==> src/rtl/tx_fcs_inserter.sv <==
// TX MAC frame sequencer: forwards payload beats to the PCS path while feeding a crc32 slice
// engine, zero-pads short frames to MIN_FRAME_BYTES and appends the 4-byte FCS.
module tx_fcs_inserter #(
  parameter int MIN_FRAME_BYTES = 60,
  parameter int CNT_WIDTH       = 16
) (
  input  logic        clk,
  input  logic        rst,
  input  logic [31:0] in_data,
  input  logic [3:0]  in_keep,
  input  logic        in_valid,
  input  logic        in_last,
  output logic        in_ready,
  output logic [31:0] out_data,
  output logic [3:0]  out_keep,
  output logic        out_valid,
  output logic        out_last,
  input  logic        out_ready,
  output logic        crc_clear,
  output logic [31:0] crc_data,
  output logic [3:0]  crc_valid,
  input  logic [31:0] crc_value
);

  typedef enum logic [2:0] {CLR, DATA, PAD, MERGE, FCS, TAIL} state_t;

  localparam logic [CNT_WIDTH:0] MIN_W = (CNT_WIDTH+1)'(MIN_FRAME_BYTES);

  state_t              state_reg, state_next;
  logic [CNT_WIDTH-1:0] cnt_reg, cnt_next;
  logic [31:0]         hold_data_reg, hold_data_next;
  logic [3:0]          hold_keep_reg, hold_keep_next;
  logic [31:0]         out_data_next;
  logic [3:0]          out_keep_next;
  logic                out_valid_next, out_last_next;

  logic                out_free, accept;
  logic [31:0]         in_masked;
  logic [2:0]          keep_cnt;
  logic [CNT_WIDTH:0]  total, total_up, cnt_plus4;
  logic [CNT_WIDTH-1:0] cnt_sat;
  logic [31:0]         merge_data, tail_data;

  genvar gi;
  generate
    for (gi = 0; gi < 4; gi++) begin : g_mask
      assign in_masked[8*gi +: 8] = in_data[8*gi +: 8] & {8{in_keep[gi]}};
    end
  endgenerate

  assign out_free = !out_valid || out_ready;
  assign accept   = in_valid && in_ready;
  assign keep_cnt = 3'(in_keep[0]) + 3'(in_keep[1]) + 3'(in_keep[2]) + 3'(in_keep[3]);
  assign total    = {1'b0, cnt_reg} + {{(CNT_WIDTH-2){1'b0}}, keep_cnt};
  // Short frames always end on a 4-byte boundary once zero-filled.
  assign total_up  = (total + (CNT_WIDTH+1)'(3)) & ~(CNT_WIDTH+1)'(3);
  assign cnt_sat   = (total >= MIN_W) ? MIN_W[CNT_WIDTH-1:0] : total[CNT_WIDTH-1:0];
  assign cnt_plus4 = {1'b0, cnt_reg} + (CNT_WIDTH+1)'(4);

  // Split the FCS around the k held tail bytes: low FCS bytes fill the merge beat.
  always_comb begin
    case (hold_keep_reg)
      4'b0001: begin
        merge_data = {crc_value[23:0], hold_data_reg[7:0]};
        tail_data  = {24'd0, crc_value[31:24]};
      end
      4'b0011: begin
        merge_data = {crc_value[15:0], hold_data_reg[15:0]};
        tail_data  = {16'd0, crc_value[31:16]};
      end
      default: begin
        merge_data = {crc_value[7:0], hold_data_reg[23:0]};
        tail_data  = {8'd0, crc_value[31:8]};
      end
    endcase
  end

  always_comb begin
    state_next     = state_reg;
    cnt_next       = cnt_reg;
    hold_data_next = hold_data_reg;
    hold_keep_next = hold_keep_reg;
    out_data_next  = out_data;
    out_keep_next  = out_keep;
    out_last_next  = out_last;
    out_valid_next = out_free ? 1'b0 : out_valid;
    in_ready       = 1'b0;
    crc_clear      = 1'b0;
    crc_data       = 32'd0;
    crc_valid      = 4'd0;

    case (state_reg)
      CLR: begin
        crc_clear = 1'b1;
        cnt_next  = '0;
        if (out_free) state_next = DATA;
      end

      DATA: begin
        in_ready = out_free;
        if (accept) begin
          crc_data = in_masked;
          if (!in_last) begin
            crc_valid      = in_keep;
            out_data_next  = in_masked;
            out_keep_next  = in_keep;
            out_last_next  = 1'b0;
            out_valid_next = 1'b1;
            cnt_next       = cnt_sat;
          end else if (total < MIN_W) begin
            crc_valid      = 4'hF;
            out_data_next  = in_masked;
            out_keep_next  = 4'hF;
            out_last_next  = 1'b0;
            out_valid_next = 1'b1;
            cnt_next       = total_up[CNT_WIDTH-1:0];
            state_next     = (total_up == MIN_W) ? FCS : PAD;
          end else if (in_keep == 4'hF) begin
            crc_valid      = 4'hF;
            out_data_next  = in_masked;
            out_keep_next  = 4'hF;
            out_last_next  = 1'b0;
            out_valid_next = 1'b1;
            cnt_next       = cnt_sat;
            state_next     = FCS;
          end else begin
            crc_valid      = in_keep;
            hold_data_next = in_masked;
            hold_keep_next = in_keep;
            cnt_next       = cnt_sat;
            state_next     = MERGE;
          end
        end
      end

      PAD: begin
        if (out_free) begin
          crc_valid      = 4'hF;
          out_data_next  = 32'd0;
          out_keep_next  = 4'hF;
          out_last_next  = 1'b0;
          out_valid_next = 1'b1;
          cnt_next       = cnt_plus4[CNT_WIDTH-1:0];
          if (cnt_plus4 == MIN_W) state_next = FCS;
        end
      end

      FCS: begin
        if (out_free) begin
          out_data_next  = crc_value;
          out_keep_next  = 4'hF;
          out_last_next  = 1'b1;
          out_valid_next = 1'b1;
          state_next     = CLR;
        end
      end

      MERGE: begin
        if (out_free) begin
          out_data_next  = merge_data;
          out_keep_next  = 4'hF;
          out_last_next  = 1'b0;
          out_valid_next = 1'b1;
          state_next     = TAIL;
        end
      end

      TAIL: begin
        if (out_free) begin
          out_data_next  = tail_data;
          out_keep_next  = hold_keep_reg;
          out_last_next  = 1'b1;
          out_valid_next = 1'b1;
          state_next     = CLR;
        end
      end

      default: state_next = CLR;
    endcase
  end

  always_ff @(posedge clk or negedge rst) begin
    if (!rst) begin
      state_reg     <= CLR;
      cnt_reg       <= '0;
      hold_data_reg <= 32'd0;
      hold_keep_reg <= 4'd0;
      out_data      <= 32'd0;
      out_keep      <= 4'd0;
      out_valid     <= 1'b0;
      out_last      <= 1'b0;
    end else begin
      state_reg     <= state_next;
      cnt_reg       <= cnt_next;
      hold_data_reg <= hold_data_next;
      hold_keep_reg <= hold_keep_next;
      out_data      <= out_data_next;
      out_keep      <= out_keep_next;
      out_valid     <= out_valid_next;
      out_last      <= out_last_next;
    end
  end

endmodule
==> config.mk <==
export PLATFORM = sky130hd
export DESIGN_NAME = tx_fcs_inserter
export DESIGN_NICKNAME = d
export VERILOG_FILES = /design/src/rtl/tx_fcs_inserter.sv
export SDC_FILE = /design/constraint.sdc
export NUM_CORES = 1
export LEC_CHECK = 0
export CORE_MARGIN = 5
export CORE_UTILIZATION = 40
export DETAILED_ROUTE_END_ITERATION = 7
export MAX_ROUTING_LAYER = met4
export PLACE_DENSITY_LB_ADDON = 0.25
export SYNTH_ARGS = -nofsm -noshare
export SYNTH_HDL_FRONTEND = slang
export SYNTH_SLANG_ARGS = --single-unit
==> constraint.sdc <==
create_clock -name clk -period 9.05 [get_ports clk]
set_clock_uncertainty 0.1 [all_clocks]
set_input_delay 0.905 -clock clk [delete_from_list [all_inputs] [get_ports clk]]
set_output_delay 0.905 -clock clk [all_outputs]
set_load 0.01 [all_outputs]
==> results.ini <==
[die]
core_area_um2=16300
ios=149
rows=47
dieArea_um2=19100
dieWidth_um=138
die_y_um=138
initial_core_util=0.403

[synthesis]
synthesis.area_um2=6590
async_flop_share=1.00
synth_area_leaders=dfrtp_1, a21oi_1, mux2_4
synth_flop_cell=dfrtp_1
synth_cells=761
synth_edf_count=0
synth_largest_area_cell=dfrtp_1
syn_nets=844
synth.ff_latch_count=85
synth.most_common_cell=a21oi_1
yosys.area.top_type_share=0.323
syn_area_per_cell_um2=8.65
yosys_warnings=0
ys_types=68
synth_common_cells=a21oi_1, dfrtp_1, nor2_1
ys_seq_area_frac=0.323

[sta]
hold_viol=0
drv_slew=0
worst_pin_slew_ns=1.10
period_share=0.740
relSlewSlack=0.264
rsz0062_at_grt=no
fin_setup_tns_ns=0
worst_slack_ns=2.36
fmax_mhz=149
min_period_ns=6.69
setup_violations=0

[critical_path]
r2r_end=out_data[31]
cp_slowest_cell=clkdlybuf4s50_1
crit_type=in -> out
rr_worst_depth=10
crit_path_end=crc_valid[2]
cp_cell_sequence=clkdlybuf4s50_1 -> fa_1 -> fa_1 -> fa_1 -> and3_2 -> a211oi_1 -> a41oi_1 -> nor3_1 -> nor4b_4 -> buf_4 -> a21oi_1 -> o21ai_0 -> clkdlybuf4s50_1
required_ns=8.05
setup.worst_path.start=in_keep[0]
crit_top_cell=fa_1
worstPathMaxFanout=21
start_kind=input port
rrSetupSlack_ns=5.03
r2r-start=cnt_reg[0]
crit_arrival_ns=5.69
critPathMaxStageDelay_ns=1.03
worstSetupEndpointType=output pin

[global_routing]
antenna_found_initial=0
grt_max_degree=76
first_global_vias=5915
grt_usage=0.220
busiest_layer=met2
use_met3=0.0335
grt_first_pass_wirelength_um=33400
use_met1=0.319
grt-ovfl-total=0
use_met2=0.324

[layout]
largest_reg_flops=32
nets=950
fill_cells=1591
layout-drive-gt1-share=0.104
final_cell_count_no_fill=1092
area_growth_pct=27.4
antenna_cells=0

[drt]
drc=0
viasPerCell=5.58
wl_um=20700
via_count=6098
antenna_left=0
wl_per_cell_um=19.0
dr.pass1.iters=6
drt_iter0_markers=699

[clock_tree]
cts_made_buffers=9
clockBufferDepth=2
cts_tree=done
cts_setup_buffers=0
clkTransAtPathRegs_ns=0.07
numClockSinks=85
htreeDepth=3
ctsRootBufferMaster=clkbuf_16
hold_buffers=0
insertion_delay_ns=0.34
cts_resized=0

[job]
maxCapViolations=0

[place]
place_ws_ns=2.37
dpl.hpwl_um=14900
dp_cells=1076
portBuffers=148
gp_congestion=0.895

[hold_path]
hold_path.class=in -> async

[pwr]
pwr_density_cell_nw_per_um2=252
ir_drop_mv=0.170
p_leak_uw=0.00337

[outcome]
status=completed

## layer usage
layer,up-vias,routed length (um)
li1,2958,-
met1,2908,9920
met2,213,9390
met3,19,1120
met4,0,273
met5,-,0
## layout by cell type (no fill, tap or decap), types with 15 or more instances in the layout
master and count:
mux2_4 30, nor2_1 74, clkdlybuf4s50_1 147, mux2i_1 43, o21ai_0 31, xnor2_1 15
dfrtp_1 85, nand2_1 71, mux2_2 18, inv_1 28, nand3_1 15, a21oi_1 109
## power breakdown
group / total [uW] / leakage, uW / switching (uW) / internal (uW)
Combinational: 1160 / 0.00222 / 567 / 591
Sequential: 570 / 0.00102 / 91.0 / 479
Clock: 383 / 0.000134 / 161 / 222
## final cells by class
type	count	area, um2	share of cell area
multi-input combinational	585	4030	0.480
tap	220	275	0.0328
clock buffer	11	243	0.0289
sequential	85	2130	0.254
timing repair buffer	158	1550	0.185
inverter	28	105	0.0125
clock inverter	5	60.1	0.00716
## per-stage QoR
stage	utilization	area, um2	power [uW]	hold WS (ns)
5_1_grt	0.513	8390	2250	0.289
2_1_floorplan	-	6590	1350	0.354
3_3_place_gp	0.495	8090	1730	0.374
6_report	0.513	8390	2110	0.288
4_1_cts	0.513	8390	2130	0.283
3_5_place_dp	0.495	8090	1740	0.372
## logic make-up after synthesis
| logic type | share of synthesized area |
|---|---|
| and+or+nand+nor | 0.180 |
| muxes | 0.178 |
| DFF | 0.323 |
| AOI/OAI and AO/OA | 0.202 |
| xor gates and xnor gates | 0.0253 |
| buffers and inverters | 0.0684 |
| adders and majority gates | 0.0224 |
## worst min-delay path by stage
stage,cells after the start,slack [ns],to
final,1,0.29,out_valid
after floorplan,1,0.35,hold_data_reg[10]
after CTS,1,0.28,out_valid
after global routing,1,0.29,out_valid
after detailed placement,1,0.37,hold_data_reg[10]
after global placement,1,0.37,hold_data_reg[9]
## critical path: cells and delay by family
| kind | cells | cell delay, ns |
|---|---|---|
| buffers and inverters | 3 | 1.88 |
| adder cells (fa/ha/maj) | 3 | 1.56 |
| AND/OR/NAND/NOR | 3 | 0.72 |
| AO/OA/AOI/OAI | 4 | 0.60 |
No activity file was read; power rests on OpenSTA's default activity.
